### src/rtl/alu_issue_ctrl_pkg.sv
// Shared definitions for the ALU issue controller: instruction field layout,
// opcode/condition/shift encodings and FSM state encodings.
package alu_issue_ctrl_pkg;

  localparam int unsigned NREGS  = 16;
  localparam int unsigned INSTR_W = 32;

  // Instruction field bit positions
  localparam int unsigned COND_HI = 31;
  localparam int unsigned COND_LO = 28;
  localparam int unsigned OPC_HI  = 27;
  localparam int unsigned OPC_LO  = 24;
  localparam int unsigned S_BIT   = 23;
  localparam int unsigned RD_HI   = 22;
  localparam int unsigned RD_LO   = 19;
  localparam int unsigned RN_HI   = 18;
  localparam int unsigned RN_LO   = 15;
  localparam int unsigned RM_HI   = 14;
  localparam int unsigned RM_LO   = 11;
  localparam int unsigned SRC_HI  = 10;
  localparam int unsigned SRC_LO  = 8;
  localparam int unsigned SRB_HI  = 7;
  localparam int unsigned SRB_LO  = 3;
  localparam int unsigned IMM_HI  = 15;
  localparam int unsigned IMM_LO  = 0;

  // Opcodes
  localparam logic [3:0] OP_ADD  = 4'h0;
  localparam logic [3:0] OP_SUB  = 4'h1;
  localparam logic [3:0] OP_AND  = 4'h2;
  localparam logic [3:0] OP_ORR  = 4'h3;
  localparam logic [3:0] OP_EOR  = 4'h4;
  localparam logic [3:0] OP_MOV  = 4'h5;
  localparam logic [3:0] OP_MOVI = 4'h6;
  localparam logic [3:0] OP_SHF  = 4'h7;
  localparam logic [3:0] OP_CMP  = 4'hB;
  localparam logic [3:0] OP_LDR  = 4'hD;
  localparam logic [3:0] OP_STR  = 4'hE;

  // Condition codes
  localparam logic [3:0] CND_NONE = 4'h0;
  localparam logic [3:0] CND_EQ   = 4'h1;
  localparam logic [3:0] CND_GT   = 4'h2;
  localparam logic [3:0] CND_LT   = 4'h3;
  localparam logic [3:0] CND_GE   = 4'h4;
  localparam logic [3:0] CND_LE   = 4'h5;
  localparam logic [3:0] CND_HI   = 4'h6;
  localparam logic [3:0] CND_LO   = 4'h7;
  localparam logic [3:0] CND_HS   = 4'h8;

  // Shift/rotate control
  localparam logic [2:0] SR_NONE = 3'd0;
  localparam logic [2:0] SR_LSL  = 3'd1;
  localparam logic [2:0] SR_LSR  = 3'd2;
  localparam logic [2:0] SR_ASR  = 3'd3;
  localparam logic [2:0] SR_ROR  = 3'd4;

  typedef enum logic [1:0] {
    ST_IDLE = 2'd0,
    ST_READ = 2'd1,
    ST_EXEC = 2'd2,
    ST_WB   = 2'd3
  } state_e;

  // Plain-vector aliases keep the legacy state register a bare logic [1:0]
  localparam logic [1:0] IDLE = ST_IDLE;
  localparam logic [1:0] READ = ST_READ;
  localparam logic [1:0] EXEC = ST_EXEC;
  localparam logic [1:0] WB   = ST_WB;

  function automatic logic op_legal(input logic [3:0] op);
    return (op <= OP_SHF) || (op == OP_CMP) || (op == OP_LDR) || (op == OP_STR);
  endfunction

endpackage

### src/rtl/alu_issue_ctrl_if.sv
// Handshake, ALU-facing and debug signals of the ALU issue controller.
interface alu_issue_ctrl_if #(
  parameter int unsigned DATA_W = 32
);
  logic              instr_valid;
  logic              instr_ready;
  logic [31:0]       instr;
  logic [DATA_W-1:0] alu_in1;
  logic [DATA_W-1:0] alu_in2;
  logic [3:0]        alu_opcode;
  logic [3:0]        alu_cond;
  logic              alu_s;
  logic [2:0]        alu_sr_cont;
  logic [4:0]        alu_sr_bit;
  logic [15:0]       alu_imm;
  logic [DATA_W-1:0] alu_out;
  logic [3:0]        alu_flags;
  logic              alu_cond_met;
  logic              done;
  logic              wrote;
  logic              illegal;
  logic [3:0]        flags_q;
  logic [3:0]        dbg_addr;
  logic [DATA_W-1:0] dbg_data;

  modport master (
    output instr_valid, instr, alu_out, alu_flags, alu_cond_met, dbg_addr,
    input  instr_ready, alu_in1, alu_in2, alu_opcode, alu_cond, alu_s,
           alu_sr_cont, alu_sr_bit, alu_imm, done, wrote, illegal, flags_q,
           dbg_data
  );

  modport slave (
    input  instr_valid, instr, alu_out, alu_flags, alu_cond_met, dbg_addr,
    output instr_ready, alu_in1, alu_in2, alu_opcode, alu_cond, alu_s,
           alu_sr_cont, alu_sr_bit, alu_imm, done, wrote, illegal, flags_q,
           dbg_data
  );
endinterface

### src/rtl/alu_regfile.sv
// 16-entry register file: two operand read ports, one debug read port,
// one synchronous write port, asynchronous clear.
module alu_regfile
  import alu_issue_ctrl_pkg::*;
#(
  parameter int unsigned DATA_W = 32
) (
  input  logic              clk,
  input  logic              rst_n,
  input  logic [3:0]        ra_addr,
  output logic [DATA_W-1:0] ra_data,
  input  logic [3:0]        rb_addr,
  output logic [DATA_W-1:0] rb_data,
  input  logic [3:0]        dbg_addr,
  output logic [DATA_W-1:0] dbg_data,
  input  logic              we,
  input  logic [3:0]        wa,
  input  logic [DATA_W-1:0] wd
);

  logic [DATA_W-1:0] mem_q [NREGS];
  logic [DATA_W-1:0] mem_d [NREGS];

  always_comb begin
    for (int unsigned i = 0; i < NREGS; i++) mem_d[i] = mem_q[i];
    if (we) mem_d[wa] = wd;
  end

  always_ff @(posedge clk or negedge rst_n) begin
    if (!rst_n) begin
      for (int unsigned i = 0; i < NREGS; i++) mem_q[i] <= '0;
    end else begin
      for (int unsigned i = 0; i < NREGS; i++) mem_q[i] <= mem_d[i];
    end
  end

  // Reads return the pre-write contents during the write cycle
  assign ra_data  = mem_q[ra_addr];
  assign rb_data  = mem_q[rb_addr];
  assign dbg_data = mem_q[dbg_addr];

endmodule

### src/rtl/alu_issue_ctrl.sv
// Four-state issue controller: captures an instruction, reads operands,
// samples the external ALU, and writes back register and NZCV results.
module alu_issue_ctrl
  import alu_issue_ctrl_pkg::*;
#(
  parameter int unsigned DATA_W = 32
) (
  input  logic           clk,
  input  logic           rst_n,
  alu_issue_ctrl_if.slave bus
);

  logic [1:0]        state_q, state_d;
  logic [31:0]       ir_q, ir_d;
  logic [DATA_W-1:0] alu_in1_q, alu_in1_d;
  logic [DATA_W-1:0] alu_in2_q, alu_in2_d;
  logic [3:0]        alu_opcode_q, alu_opcode_d;
  logic [3:0]        alu_cond_q, alu_cond_d;
  logic              alu_s_q, alu_s_d;
  logic [2:0]        alu_sr_cont_q, alu_sr_cont_d;
  logic [4:0]        alu_sr_bit_q, alu_sr_bit_d;
  logic [15:0]       alu_imm_q, alu_imm_d;
  logic [DATA_W-1:0] res_q, res_d;
  logic [3:0]        res_flags_q, res_flags_d;
  logic              res_met_q, res_met_d;
  logic [3:0]        flag_reg_q, flag_reg_d;

  logic [DATA_W-1:0] ra_data, rb_data;
  logic              in_wb, legal, rf_we, flag_we;

  alu_regfile #(.DATA_W(DATA_W)) u_rf (
    .clk      (clk),
    .rst_n    (rst_n),
    .ra_addr  (ir_q[RN_HI:RN_LO]),
    .ra_data  (ra_data),
    .rb_addr  (ir_q[RM_HI:RM_LO]),
    .rb_data  (rb_data),
    .dbg_addr (bus.dbg_addr),
    .dbg_data (bus.dbg_data),
    .we       (rf_we),
    .wa       (ir_q[RD_HI:RD_LO]),
    .wd       (res_q)
  );

  // Writeback qualifiers use the decoded copy latched in READ
  assign in_wb   = (state_q == WB);
  assign legal   = op_legal(alu_opcode_q);
  assign rf_we   = in_wb && legal && res_met_q &&
                   (alu_opcode_q != OP_CMP) && (alu_opcode_q != OP_STR);
  assign flag_we = in_wb && legal && res_met_q &&
                   (alu_s_q || (alu_opcode_q == OP_CMP));

  always_comb begin
    state_d       = state_q;
    ir_d          = ir_q;
    alu_in1_d     = alu_in1_q;
    alu_in2_d     = alu_in2_q;
    alu_opcode_d  = alu_opcode_q;
    alu_cond_d    = alu_cond_q;
    alu_s_d       = alu_s_q;
    alu_sr_cont_d = alu_sr_cont_q;
    alu_sr_bit_d  = alu_sr_bit_q;
    alu_imm_d     = alu_imm_q;
    res_d         = res_q;
    res_flags_d   = res_flags_q;
    res_met_d     = res_met_q;
    flag_reg_d    = flag_reg_q;
    case (state_q)
      IDLE: begin
        if (bus.instr_valid) begin
          ir_d    = bus.instr;
          state_d = READ;
        end
      end
      READ: begin
        alu_in1_d     = ra_data;
        alu_in2_d     = rb_data;
        alu_opcode_d  = ir_q[OPC_HI:OPC_LO];
        alu_cond_d    = ir_q[COND_HI:COND_LO];
        alu_s_d       = ir_q[S_BIT];
        alu_sr_cont_d = ir_q[SRC_HI:SRC_LO];
        alu_sr_bit_d  = ir_q[SRB_HI:SRB_LO];
        alu_imm_d     = ir_q[IMM_HI:IMM_LO];
        state_d       = EXEC;
      end
      EXEC: begin
        res_d       = bus.alu_out;
        res_flags_d = bus.alu_flags;
        res_met_d   = bus.alu_cond_met;
        state_d     = WB;
      end
      WB: begin
        if (flag_we) flag_reg_d = res_flags_q;
        state_d = IDLE;
      end
      default: state_d = IDLE;
    endcase
  end

  always_ff @(posedge clk or negedge rst_n) begin
    if (!rst_n) begin
      state_q       <= IDLE;
      ir_q          <= '0;
      alu_in1_q     <= '0;
      alu_in2_q     <= '0;
      alu_opcode_q  <= '0;
      alu_cond_q    <= '0;
      alu_s_q       <= 1'b0;
      alu_sr_cont_q <= '0;
      alu_sr_bit_q  <= '0;
      alu_imm_q     <= '0;
      res_q         <= '0;
      res_flags_q   <= '0;
      res_met_q     <= 1'b0;
      flag_reg_q    <= '0;
    end else begin
      state_q       <= state_d;
      ir_q          <= ir_d;
      alu_in1_q     <= alu_in1_d;
      alu_in2_q     <= alu_in2_d;
      alu_opcode_q  <= alu_opcode_d;
      alu_cond_q    <= alu_cond_d;
      alu_s_q       <= alu_s_d;
      alu_sr_cont_q <= alu_sr_cont_d;
      alu_sr_bit_q  <= alu_sr_bit_d;
      alu_imm_q     <= alu_imm_d;
      res_q         <= res_d;
      res_flags_q   <= res_flags_d;
      res_met_q     <= res_met_d;
      flag_reg_q    <= flag_reg_d;
    end
  end

  assign bus.instr_ready = (state_q == IDLE);
  assign bus.alu_in1     = alu_in1_q;
  assign bus.alu_in2     = alu_in2_q;
  assign bus.alu_opcode  = alu_opcode_q;
  assign bus.alu_cond    = alu_cond_q;
  assign bus.alu_s       = alu_s_q;
  assign bus.alu_sr_cont = alu_sr_cont_q;
  assign bus.alu_sr_bit  = alu_sr_bit_q;
  assign bus.alu_imm     = alu_imm_q;
  assign bus.done        = in_wb;
  assign bus.wrote       = rf_we;
  assign bus.illegal     = in_wb && !legal;
  assign bus.flags_q     = flag_reg_q;

endmodule

### src/flat_wrapper.sv
// flat-port wrapper written by rule: the top's interface ports become plain ports
module alu_issue_ctrl_flat import alu_issue_ctrl_pkg::*;
#(
  parameter int unsigned DATA_W = 32
)
  (clk, rst_n, bus_instr_valid, bus_instr, bus_alu_out, bus_alu_flags, bus_alu_cond_met, bus_dbg_addr, bus_instr_ready, bus_alu_in1, bus_alu_in2, bus_alu_opcode, bus_alu_cond, bus_alu_s, bus_alu_sr_cont, bus_alu_sr_bit, bus_alu_imm, bus_done, bus_wrote, bus_illegal, bus_flags_q, bus_dbg_data);
  alu_issue_ctrl_if #(.DATA_W(DATA_W)) bus_i ();
  input  logic clk;
  input  logic rst_n;
  input wire logic [$bits(bus_i.instr_valid)-1:0] bus_instr_valid;
  input wire logic [$bits(bus_i.instr)-1:0] bus_instr;
  input wire logic [$bits(bus_i.alu_out)-1:0] bus_alu_out;
  input wire logic [$bits(bus_i.alu_flags)-1:0] bus_alu_flags;
  input wire logic [$bits(bus_i.alu_cond_met)-1:0] bus_alu_cond_met;
  input wire logic [$bits(bus_i.dbg_addr)-1:0] bus_dbg_addr;
  output wire logic [$bits(bus_i.instr_ready)-1:0] bus_instr_ready;
  output wire logic [$bits(bus_i.alu_in1)-1:0] bus_alu_in1;
  output wire logic [$bits(bus_i.alu_in2)-1:0] bus_alu_in2;
  output wire logic [$bits(bus_i.alu_opcode)-1:0] bus_alu_opcode;
  output wire logic [$bits(bus_i.alu_cond)-1:0] bus_alu_cond;
  output wire logic [$bits(bus_i.alu_s)-1:0] bus_alu_s;
  output wire logic [$bits(bus_i.alu_sr_cont)-1:0] bus_alu_sr_cont;
  output wire logic [$bits(bus_i.alu_sr_bit)-1:0] bus_alu_sr_bit;
  output wire logic [$bits(bus_i.alu_imm)-1:0] bus_alu_imm;
  output wire logic [$bits(bus_i.done)-1:0] bus_done;
  output wire logic [$bits(bus_i.wrote)-1:0] bus_wrote;
  output wire logic [$bits(bus_i.illegal)-1:0] bus_illegal;
  output wire logic [$bits(bus_i.flags_q)-1:0] bus_flags_q;
  output wire logic [$bits(bus_i.dbg_data)-1:0] bus_dbg_data;
  assign bus_i.instr_valid = bus_instr_valid;
  assign bus_i.instr = bus_instr;
  assign bus_i.alu_out = bus_alu_out;
  assign bus_i.alu_flags = bus_alu_flags;
  assign bus_i.alu_cond_met = bus_alu_cond_met;
  assign bus_i.dbg_addr = bus_dbg_addr;
  assign bus_instr_ready = bus_i.instr_ready;
  assign bus_alu_in1 = bus_i.alu_in1;
  assign bus_alu_in2 = bus_i.alu_in2;
  assign bus_alu_opcode = bus_i.alu_opcode;
  assign bus_alu_cond = bus_i.alu_cond;
  assign bus_alu_s = bus_i.alu_s;
  assign bus_alu_sr_cont = bus_i.alu_sr_cont;
  assign bus_alu_sr_bit = bus_i.alu_sr_bit;
  assign bus_alu_imm = bus_i.alu_imm;
  assign bus_done = bus_i.done;
  assign bus_wrote = bus_i.wrote;
  assign bus_illegal = bus_i.illegal;
  assign bus_flags_q = bus_i.flags_q;
  assign bus_dbg_data = bus_i.dbg_data;
  alu_issue_ctrl #(.DATA_W(DATA_W)) u_core (.clk(clk), .rst_n(rst_n), .bus(bus_i));
endmodule
### config.mk
export PLATFORM = sky130hd
export DESIGN_NAME = alu_issue_ctrl_flat
export DESIGN_NICKNAME = d
export VERILOG_FILES = /design/src/rtl/alu_issue_ctrl_pkg.sv /design/src/rtl/alu_issue_ctrl_if.sv /design/src/rtl/alu_regfile.sv /design/src/rtl/alu_issue_ctrl.sv /design/src/flat_wrapper.sv
export SDC_FILE = /design/constraint.sdc
export NUM_CORES = 1
export LEC_CHECK = 0
export ABC_CLOCK_PERIOD_IN_PS = 3220
export BUFFER_PORTS_ARGS = -buffer_cell sky130_fd_sc_hd__buf_2
export CORE_MARGIN = 2
export CORE_UTILIZATION = 25
export CTS_CLUSTER_DIAMETER = 40
export DETAILED_ROUTE_END_ITERATION = 10
export PLACE_DENSITY_LB_ADDON = 0.1
export SLEW_MARGIN = 25
export SYNTH_ARGS = -nofsm -noshare
export SYNTH_HDL_FRONTEND = slang
export SYNTH_SLANG_ARGS = --single-unit
### constraint.sdc
create_clock -name clk -period 3.22 [get_ports clk]
set_input_delay 0.322 -clock clk [delete_from_list [all_inputs] [get_ports clk]]
set_output_delay 0.322 -clock clk [all_outputs]
set_load 0.005 [all_outputs]
**Word-level counts from Yosys, hierarchy flattened**

Index checks and enable logic that the tools add are counted.
Widths: inputs -> output; s select.

- Register bits after elaboration: 684
- Bits of input ports: 76
- Output and inout bits: 137
- Logic and storage cells: 78

- $lt $le $gt $ge: 6
- Eq/ne operators: 9
- Multiplexer cells: 14
- Bitwise gates (word level): 4
- Reduce and logical (&&, ||, !) cells: 15

Operators with widths:

| operator | number |
|---|---|
| $bwmux 512 | 1 |
| $bmux 32 s4 | 3 |
| $mux 32 | 7 |
| $demux 32 s4 | 1 |
| $ge 5x5->1 const B | 4 |
| $not 4->5 | 4 |
| $eq 4x4->1 const B | 3 |
| $ne 4x4->1 const B | 2 |
| $pmux 2 s4 | 1 |
| $logic_and 1x1->1 | 7 |
| $lt 5x1->1 const B | 1 |
| $eq 2x2->1 const B | 2 |
| $le 4x3->1 const B | 1 |
| $logic_or 1x1->1 | 4 |
| $reduce_and 2->1 | 2 |
| $eq 2x1->1 const B | 1 |
| $logic_not 2->1 | 1 |
| $mux 2 | 1 |
| $ne 2x2->1 const B | 1 |
| $logic_not 1->1 | 1 |

**Depth between registers and ports, before layout**

- Depth in word-level cells: 8
- Depth in mapped cells: 8
- Mapped depth without buffers: 6

**Hierarchy**

A second synthesis with hierarchy kept.

- Cell total of the unflattened synthesis: 2,324
- Area, all modules: 36,389.9 µm²

Modules (own cells, without submodules):

| module | times used | cells an instance | area each (µm²) | sequential area each (µm²) |
|---|---|---|---|---|
| alu_regfile | 1 | 1,947 | 30,141.4 | 12,812.3 |
| alu_issue_ctrl | 1 | 377 | 6,248.5 | 4,103.9 |

**Worst setup path after synthesis**

No wires, ideal clock.

- Path kind: input port to output port
- Start point: in bus_dbg_addr[0]
- End point: out bus_dbg_data[10]
- Arrival time: 1.901 ns
- Data required time: 2.898 ns
- Setup slack: 0.997 ns
- Stages on the path: 4
- Path buffers: 2
- Path through: buf_2 > buf_2 > mux4_2 > mux4_2

- Word-level cells in the longest chain between the ends: 4

Ends and longest elaborated chain:

| item | RTL line | source |
|---|---|---|
| start: declaration | flat_wrapper.sv:15 | `input wire logic [$bits(bus_i.dbg_addr)-1:0] bus_dbg_addr;` |
| $not 4->5 (implied by the code) | alu_regfile.sv:40 | `assign dbg_data = mem_q[dbg_addr];` |
| $bmux 32 s4 | alu_regfile.sv:40 |  |
| $mux 32 (implied by the code) (2 in a row) | alu_regfile.sv:40 |  |
| end: declaration | flat_wrapper.sv:29 | `output wire logic [$bits(bus_i.dbg_data)-1:0] bus_dbg_data;` |

No other way between the ends. The select of a mux whose other input is x is not followed.

**Worst setup path after layout**

- Start point: reg u_core.alu_opcode_q[2] (netlist: u_core.bus.alu_opcode[2])
- End point: out bus_wrote

- Word-level cells in the longest chain between the ends: 8
- Elaborated cells on any way between the ends: 13
- Classes of those cells: 1 x order compare; 5 x eq/ne; 7 x reduce/logical

Ends and longest elaborated chain:

| item | RTL line | source |
|---|---|---|
| start: declaration | alu_issue_ctrl.sv:17 | `logic [3:0] alu_opcode_q, alu_opcode_d;` |
| start signal: assignment | alu_issue_ctrl.sv:121 | `alu_opcode_q <= alu_opcode_d;` |
| $le 4x3->1 or $eq 4x4->1 (tied branches) | alu_issue_ctrl_pkg.sv:72 | `return (op <= OP_SHF) \|\| (op == OP_CMP) \|\| (op == OP_LDR) \|\| (op == OP_STR);` |
| $logic_or 1x1->1 (3 in a row) | alu_issue_ctrl_pkg.sv:72 |  |
| $logic_and 1x1->1 (3 in a row) | alu_issue_ctrl.sv:48 | `assign rf_we = in_wb && legal && res_met_q &&` |
| $logic_and 1x1->1 (*) | alu_issue_ctrl.sv:49 | `(alu_opcode_q != OP_CMP) && (alu_opcode_q != OP_STR);` |
| end: declaration | flat_wrapper.sv:26 | `output wire logic [$bits(bus_i.wrote)-1:0] bus_wrote;` |

Every way passes the cells marked *; elsewhere a longest branch is shown, timed or not.

==> impl_metrics.json <==
{
  "grt_max_degree": 57,
  "drtPass1Iterations": 6,
  "synth_seq_cells": 676,
  "drc": 0,
  "cts_buffer_depth": 3,
  "clock_sinks": 676,
  "powerDensity_mw_per_mm2": 1006,
  "fmax_mhz": 342.6,
  "post_cts_resized": 0,
  "ys_warn_count": 0,
  "crit_path_end_kind": "output pin",
  "pin_count": 213,
  "synthArstFlopShare": 1.000,
  "post_cts_buffers": 0,
  "die_area_mm2": 0.1495,
  "syn-cell-area_mm2": 0.03660,
  "relSlewSlack": 0.4077,
  "grt.total_usage": 0.1820,
  "finalSetupViolations": 0,
  "clk_pin_slew_ns": 0.04,
  "syn_area_per_cell_um2": 16.27,
  "total_power_mw": 46.72,
  "grt_pass1_vias": 25850,
  "fin_setup_tns_ns": 0,
  "grt-ovfl-total": 0,
  "cts_hold_buf": 71,
  "reg2reg_depth": 7,
  "place.gp.congestion": 0.7562,
  "io_buffers": 212,
  "synth_cells": 2249,
  "grt_pass1_wl_um": 196800,
  "wl_um": 135400,
  "mostFrequentLayoutCell": "dfrtp_1",
  "cts_root_buf": "clkbuf_16",
  "drive_above_1_share": 0.5205,
  "vdd_ir_drop_max_uv": 441.3,
  "synth_edf_count": 0,
  "tightest_slew_ns": 0.8885,
  "cap_violations": 0,
  "critPathKind": "flip-flop to output pin",
  "status": "complete, no violations",
  "numCtsBuffers": 149,
  "drt-initial-drc-count": 1862,
  "finalCritPeriodShare": 0.9064,
  "holdCritPathClass": "input port to asynchronous set/reset pin",
  "antenna_found_initial": 10,
  "postRouteAntennaNets": 0,
  "clk_latency_ns": 0.76,
  "die_h_um": 386.6,
  "maxSlewViolCount": 0,
  "mostFrequentLayoutCells": "dfrtp_1 (669), mux4_2 (416), mux2_2 (371)",
  "crit_fanout": 10,
  "synth_seq_area_share": 0.4623,
  "p_leak_nw": 20.27,
  "die_w_um": 386.6,
  "nNetsFinal": 2640,
  "hold_viol": 0,
  "diodes": 0,
  "critPathLaunchType": "flip-flop",
  "cts_tree": "built",
  "coreArea_mm2": 0.1456,
  "wl_per_cell_um": 29.46,
  "areaGrowthSynthToFinish_pct": 26.86,
  "synth-main-ff-cell": "dfrtp_1",
  "synth_nets": 2329,
  "arrival_ns": 2.60,
  "yosysUniqueCellTypes": 36,
  "fp-row-count": 140,
  "start_util": 0.2514,
  "via_per_inst": 5.204,
  "required_ns": 2.90,
  "rsz0062_at_grt": "false",
  "n_fill_cell": 14180,
  "vias": 23930,
  "skew_ns": 0.02648,
  "htreeDepth": 4,
  "dp_hpwl_um": 84770,
  "period_needed_ns": 2.919
}
[area by class of cell]
class | count | area, µm² | area share
clock inverters | 72 | 914.6 | 0.01970
clock buffers | 199 | 4252 | 0.09158
repair buffers | 394 | 3247 | 0.06994
flip-flops and latches | 676 | 16940 | 0.3649
inverters | 10 | 37.54 | 0.0008086
well taps | 1917 | 2399 | 0.05167
multi-input cells | 1329 | 18630 | 0.4014
[cells in the mapped netlist, types with 19 or more instances]
cell      instances  area [µm²]
a21oi_1          47       235.2
a222oi_1         19       190.2
buf_1            50       187.7
buf_2            74       370.4
buf_4            37       277.8
clkbuf_1         72       270.3
dfrtp_1         676       16920
mux2_1          275        3097
mux2_2          371        4178
mux2i_1          19       190.2
mux4_2          416        9369
o21ai_0          21       105.1
o22ai_1          90       563.0
[metal layers]
| layer | wire length, µm | GRT usage |
|---|---|---|
| met1 | 60590 | 0.2472 |
| met3 | 6728 | 0.03538 |
| met4 | 3674 | 0.05854 |
| met2 | 64420 | 0.2919 |
| met5 | 0 | 0 |
[power breakdown]
group | internal (mW) | leakage (nW) | total (mW) | switching, mW
registers | 11.4 | 8.93 | 15.9 | 4.42
clock network | 10.6 | 2.51 | 15.6 | 5.06
logic | 8.26 | 8.83 | 15.2 | 6.96
[state kept, by name, indices dropped and copies added, names as in the netlist]
| register | cells |
|---|---|
| u_core.bus.alu_cond | 4 |
| u_core.bus.alu_imm | 16 |
| u_core.bus.alu_in1 | 32 |
| u_core.bus.alu_in2 | 32 |
| u_core.bus.alu_opcode | 4 |
| u_core.bus.alu_s | 1 |
| u_core.bus.flags_q | 4 |
| u_core.ir_q | 32 |
| u_core.res_flags_q | 4 |
| u_core.res_met_q | 1 |
| u_core.res_q | 32 |
| u_core.state_q | 2 |
| u_core.u_rf.mem_q | 512 |
[kinds of logic after synthesis]
kind of cell / Yosys count / synth area share
buffers and inverters: 244 / 0.03156
flip-flops: 676 / 0.4623
XOR/XNOR: 2 / 0.0004788
AND/OR/NAND/NOR: 49 / 0.01087
AO/OA/AOI/OAI: 193 / 0.03347
multiplexers: 1081 / 0.4600
adder cells (fa/ha/maj): 4 / 0.001368
[worst max-delay path: stages (launching register included)]
cell and delay, ns:
dfrtp_1 0.44, and3b_1 0.26, o21ai_4 0.55, buf_4 0.36, inv_1 0.08, buf_2 0.15
[worst paths after layout]
check	start	end	slack (ns)
worst max-delay path	u_core.bus.alu_opcode[2]$_DFFE_PN0N_	bus_wrote	0.30
worst min-delay path	rst_n	u_core.res_q[6]$_DFFE_PN0P_	0.11
worst max register to register	u_core.state_q[0]$_DFFE_PN0P_	u_core.u_rf.mem_q[240]$_DFFE_PN0P_	0.51
worst min register to register	u_core.ir_q[23]$_DFFE_PN0P_	u_core.bus.alu_s$_DFFE_PN0N_	0.49
max in group asynchronous	rst_n	u_core.u_rf.mem_q[247]$_DFFE_PN0P_	1.95
min in group clk	bus_alu_out[28]	u_core.res_q[28]$_DFFE_PN0P_	0.34
[through the flow]
stage | std cells | cell area (µm²) | hold WS [ns] | setup slack (ns) | util
floorplan | 2249 | 36600 | 0.02641 | 0.9972 | -
finish | 4597 | 46420 | 0.1144 | 0.3013 | 0.3189
detailed placement | 4255 | 40550 | 0.3175 | 0.5195 | 0.2785
global route | 4597 | 46420 | 0.1206 | 0.1583 | 0.3189
global placement | 4255 | 40540 | 0.3129 | 0.5504 | 0.2785
CTS | 4597 | 46420 | 0.09029 | 0.2091 | 0.3189
Note: power is estimated with default switching activity, not from simulation.
